$ cat src/rtl/serial_pkg.sv
// Shared encodings for the bit-serial adder/subtractor.
package serial_pkg;

  typedef enum logic [1:0] {
    ST_IDLE  = 2'd0,
    ST_SHIFT = 2'd1,
    ST_DONE  = 2'd2
  } state_t;

endpackage

$ cat src/rtl/full_adder.sv
// Generic ripple full adder. The serial datapath uses it at WIDTH = 1.
module full_adder #(
  parameter int WIDTH = 8
) (
  input  logic [WIDTH-1:0] a,
  input  logic [WIDTH-1:0] b,
  input  logic             cin,
  output logic [WIDTH-1:0] s,
  output logic             cout
);

  // Widen by one bit so the carry falls out of the top of the sum.
  always_comb begin
    {cout, s} = {1'b0, a} + {1'b0, b} + (WIDTH+1)'(cin);
  end

endmodule

$ cat src/rtl/serial_adder.sv
// Bit-serial add/subtract, LSB first, one bit per clock, one op in flight.
// Subtraction is A + ~B + 1, so cout reads as "no borrow" (A >= B).
module serial_adder
  import serial_pkg::*;
#(
  parameter int WIDTH = 8
) (
  input  logic             clk,
  input  logic             rst,
  input  logic             in_valid,
  output logic             in_ready,
  input  logic [WIDTH-1:0] a,
  input  logic [WIDTH-1:0] b,
  input  logic             sub,
  output logic             out_valid,
  input  logic             out_ready,
  output logic [WIDTH-1:0] sum,
  output logic             cout,
  output logic             zero
);

  localparam int CW = (WIDTH > 1) ? $clog2(WIDTH) : 1;
  localparam logic [CW-1:0] LAST = CW'(WIDTH - 1);

  state_t           state;
  logic [CW-1:0]    cnt;
  logic [WIDTH-1:0] opa, opb, res;
  logic             carry, cout_r, zero_r;
  logic             fa_s, fa_c;
  logic [WIDTH-1:0] res_nxt;

  full_adder #(.WIDTH(1)) u_fa (
    .a    (opa[0]),
    .b    (opb[0]),
    .cin  (carry),
    .s    (fa_s),
    .cout (fa_c)
  );

  // New sum bit enters at the MSB; after WIDTH shifts bit 0 sits at the LSB.
  assign res_nxt = {fa_s, res[WIDTH-1:1]};

  // Handshake flags are pure decodes of the state register.
  assign in_ready  = (state == ST_IDLE);
  assign out_valid = (state == ST_DONE);
  assign sum       = res;
  assign cout      = cout_r;
  assign zero      = zero_r;

  // Control FSM and serial datapath.
  always_ff @(posedge clk) begin
    if (rst) begin
      state  <= ST_IDLE;
      cnt    <= '0;
      opa    <= '0;
      opb    <= '0;
      res    <= '0;
      carry  <= 1'b0;
      cout_r <= 1'b0;
      zero_r <= 1'b0;
    end else begin
      case (state)
        ST_IDLE: begin
          if (in_valid) begin
            opa   <= a;
            opb   <= sub ? ~b : b;
            carry <= sub;
            cnt   <= '0;
            state <= ST_SHIFT;
          end
        end
        ST_SHIFT: begin
          res   <= res_nxt;
          opa   <= opa >> 1;
          opb   <= opb >> 1;
          carry <= fa_c;
          if (cnt == LAST) begin
            cout_r <= fa_c;
            zero_r <= (res_nxt == '0);
            state  <= ST_DONE;
          end else begin
            cnt <= cnt + CW'(1);
          end
        end
        ST_DONE: begin
          // Result registers are untouched here, so they hold under backpressure.
          if (out_ready) state <= ST_IDLE;
        end
        default: state <= ST_IDLE;
      endcase
    end
  end

endmodule

$ cat config.mk
export PLATFORM = sky130hd
export DESIGN_NAME = serial_adder
export DESIGN_NICKNAME = d
export VERILOG_FILES = /design/src/rtl/serial_pkg.sv /design/src/rtl/full_adder.sv /design/src/rtl/serial_adder.sv
export SDC_FILE = /design/constraint.sdc
export NUM_CORES = 1
export LEC_CHECK = 0
export ABC_AREA = 1
export CAP_MARGIN = 10
export CORE_MARGIN = 1.5
export CORE_UTILIZATION = 40
export CTS_BUF_LIST = sky130_fd_sc_hd__clkbuf_16
export DETAILED_ROUTE_END_ITERATION = 10
export PLACE_DENSITY = 0.77
export SYNTH_ARGS = -nofsm -noshare
export SYNTH_HDL_FRONTEND = slang
export SYNTH_SLANG_ARGS = --single-unit
$ cat constraint.sdc
create_clock -name clk -period 2.3 [get_ports clk]
set_input_delay 0.69 -clock clk [delete_from_list [all_inputs] [get_ports clk]]
set_output_delay 0.69 -clock clk [all_outputs]
set_load 0.03 [all_outputs]
==> results of run 1 <==
## layout make-up
cell class,count,area share [%]
repair buffers,39,17.9
multi-input cells,175,36.4
flip-flops and latches,32,30.6
well taps,48,2.87
clock buffers,5,5.98
inverters,31,5.56
clock inverters,3,0.658
## stage by stage
| stage | hold WS [ns] | cell area (um^2) | utilization (%) |
|---|---|---|---|
| finish | 0.460 | 2090 | 56.3 |
| detailed placement | 0.452 | 1950 | 52.5 |
| CTS | 0.459 | 2090 | 56.3 |
| global route | 0.502 | 2090 | 56.3 |
| global placement | 0.452 | 1950 | 52.5 |
| floorplan | 0.440 | 1580 | - |
## worst max-delay path: stages, from the launching register on
cell             delay (ns)
dfxtp_1                0.35
nor2_1                 0.19
clkdlybuf4s50_1        0.70
## cells in the final DEF (no fill, tap or decap)
master,instances
a21oi_1,15
nor2_4,1
o21ai_1,1
inv_1,28
o21ai_2,1
inv_2,3
ha_1,2
nand2_1,81
nand3_1,12
clkbuf_16,5
fa_1,1
clkinv_1,1
clkdlybuf4s50_1,31
and2_1,2
dfxtp_1,32
o21ai_0,15
clkinv_2,2
buf_4,7
dlymetal6s2s_1,1
nor2_1,44
## what timing repair did
item | CTS | global route
setup buffers | 0 | 0
endpoints found under the setup margin | 0 | 1
gates resized for setup | 0 | 1
## power by group through the flow
stage | logic (uW) | registers, uW | clock network (uW)
floorplan | 158 | 648 | 0
global placement | 268 | 630 | 0
detailed placement | 273 | 631 | 0
CTS | 275 | 620 | 632
global route | 307 | 624 | 656
finish | 272 | 620 | 616
## routing by layer
layer | global-route usage [%] | part of all wire [%]
met1 | 18.7 | 45
met4 | 8.59 | 0.99
met5 | 0 | 0
met2 | 27.0 | 48
met3 | 5.11 | 6.2
## path summary, 6_finish.rpt
kind | start | end | depth (start not counted)
worst max-delay path | state[1] | in_ready | 2
worst min-delay path | opa[7] | opa[7] | 2
worst max register to register | state[0] | opa[6] | 6
worst min register to register | opa[7] | opa[7] | 2
## cells by family (layout without fill, tap and decap cells)
logic type / after synthesis / count (layout)
buffers and inverters: 43 / 78
DFF: 32 / 32
AOI/OAI and AO/OA: 32 / 32
adders and majority gates: 3 / 3
and+or+nand+nor: 140 / 140
## Yosys cell counts, drive strengths merged
master	count
nand2	81
nand3	12
clkbuf	3
o21ai	17
dfxtp	32
nor2	45
inv	31
and2	2
ha	2
fa	1
a21oi	15
buf	9
## state kept, by name (all words and copies together), names as in the netlist
name and cells:
cout 1, carry 1, state 2, sum 8, opa 8, zero 1, opb 8, cnt 3
==> metrics.md, run 1 <==
| Metric | Value |
|---|---|
| Worst Path Required | about 1.6 ns |
| Synthesized area per cell | about 6.3 um^2 |
| CP Class | reg2out |
| Max-capacitance violation count | 0 |
| Clock share of power | 40.8% |
| Drt first-iter violations | 54 |
| Initial antenna violation count | 0 |
| Worst VDD drop | 0.592 mV |
| Die W | 65.8 um |
| Final worst slack | about 0.10 ns |
| Pins Over Slew Limit | 0 |
| Inserted Clock Buffers | 5 |
| Rel. slew slack | between 70% and 80% |
| Worst setup SP type | register |
| Max Root-Sink Buffers | 2 |
| Global-route wire length before repair | 5.30 mm |
| Fin crit share | a little over nine tenths |
| Clock latency on the worst-skew pair | about 0.28 ns |
| RePlAce Congestion | between 0.7 and 0.8 |
| Final hold vios | 0 |
| Flop pwr share | between 40% and 50% |
| Crit end category | output pin |
| Combinational share of power | a little under a fifth |
| Clock Sinks | 32 |
| GRT overflow | 0 |
| Maximum fanout along the worst path | 3 |
| NumNets Final | slightly above 300 |
| # DRC | 0 |
| Final min period | about 2.2 ns |
| Cell Pwr Density | 720 mW/mm^2 |
| Fmax | approximately 450 MHz |
| Synth area leaders | dfxtp_1 41%, nand2_1 19%, nor2_1 10% |
| Root buffer cell | clkbuf_16 |
| XOR/XNOR Fraction of Synth Area | 0% |
| Data arrival time of the critical path | about 1.5 ns |
| Setup TNS | 0 ns |
| Buffers on Ports | 32 |
| Pre-CTS setup slack | 0.344 ns |
| Synth cell types | 17 |
| Largest net degree at the start of global routing | 21 |
| Post-route ant nets | 0 |
| Multi-input gate area in the final layout | between 700 and 800 um^2 |
| Least-Margin Pin Slew | roughly 0.38 ns |
| Cell area after synthesis | approximately 0.0016 mm^2 |
| Final std cells w/o fill | roughly 330 |
| Synth area leader | dfxtp_1 |
| Static Leak | just over 0.001 uW |
| Die height | between 60 and 70 um |
| Core Area | roughly 0.0037 mm^2 |
| Share of the synthesized area in the top cell type | about two fifths |
| Synth Area in Compound Gates | just over 10% |
| Ports | 33 |
| Sequential cell area | around 640 um^2 |
| Starting density of the core | a little over two fifths |
| Synth Area in Simple Gates | about a third |
| Internal Power | between 1000 and 1500 uW |
| Vias in the first global route | 1,300 |
| H-tree depth | 2 |
| P&R area growth vs syn | 32.7% |
| Post-synthesis mux area share | 0% |
| Final setup vio count | 0 |
| Avg WL per Cell | between 9 and 10 um |
| DR vias/cell | approximately 4.6 |
| Ys Warns | 0 |
| Mapped Cells | 250 |
| Routed Wire Length | 3.33 mm |
| Syn_nets | approximately 270 |
| Vias | ~1.5k |
| Worst-path clk slew | approximately 0.05 ns |
| Post-Place Cells | 325 |
| Skew final | about 0.0042 ns |
| Hold Buf Count CTS | 0 |
| Register area share after synthesis | about two fifths |
| Net Sw Frac | 26.5% |
| 1st-pass router iterations | 4 |
| Largest family of logic cells by synthesized area | simple AND/OR/NAND/NOR gates |
| Psw | ~400 uW |
| Share of cells above drive strength 1 | around 6.7% |
| CTS tree | yes |
| Tot Pwr | around 1500 uW |
| Die Area | around 0.0043 mm^2 |
| RSZ-0062 raised after global routing | no |
| Status | finished clean |
| Fillers | about 380 |
| N_diodes | 0 |
| Worst R2R Setup Slack | between 0.7 and 0.8 ns |
| GRT Total Usage | approximately 16% |
| Dpl hpwl | around 2.3 mm |
| Rows | 22 |
| Adder-cell share of the synthesized area | about 2.9% |
| Seq cells post-synth | 32 |
| Hold Crit Class | reg2reg |
Power figures use the tool's default switching activity.
==> run 2: changes to the inputs <==
- SLEW_MARGIN: not set -> 20
==> results of run 2 <==
The final DEF is identical to that of run 1; final timing and power are the same.
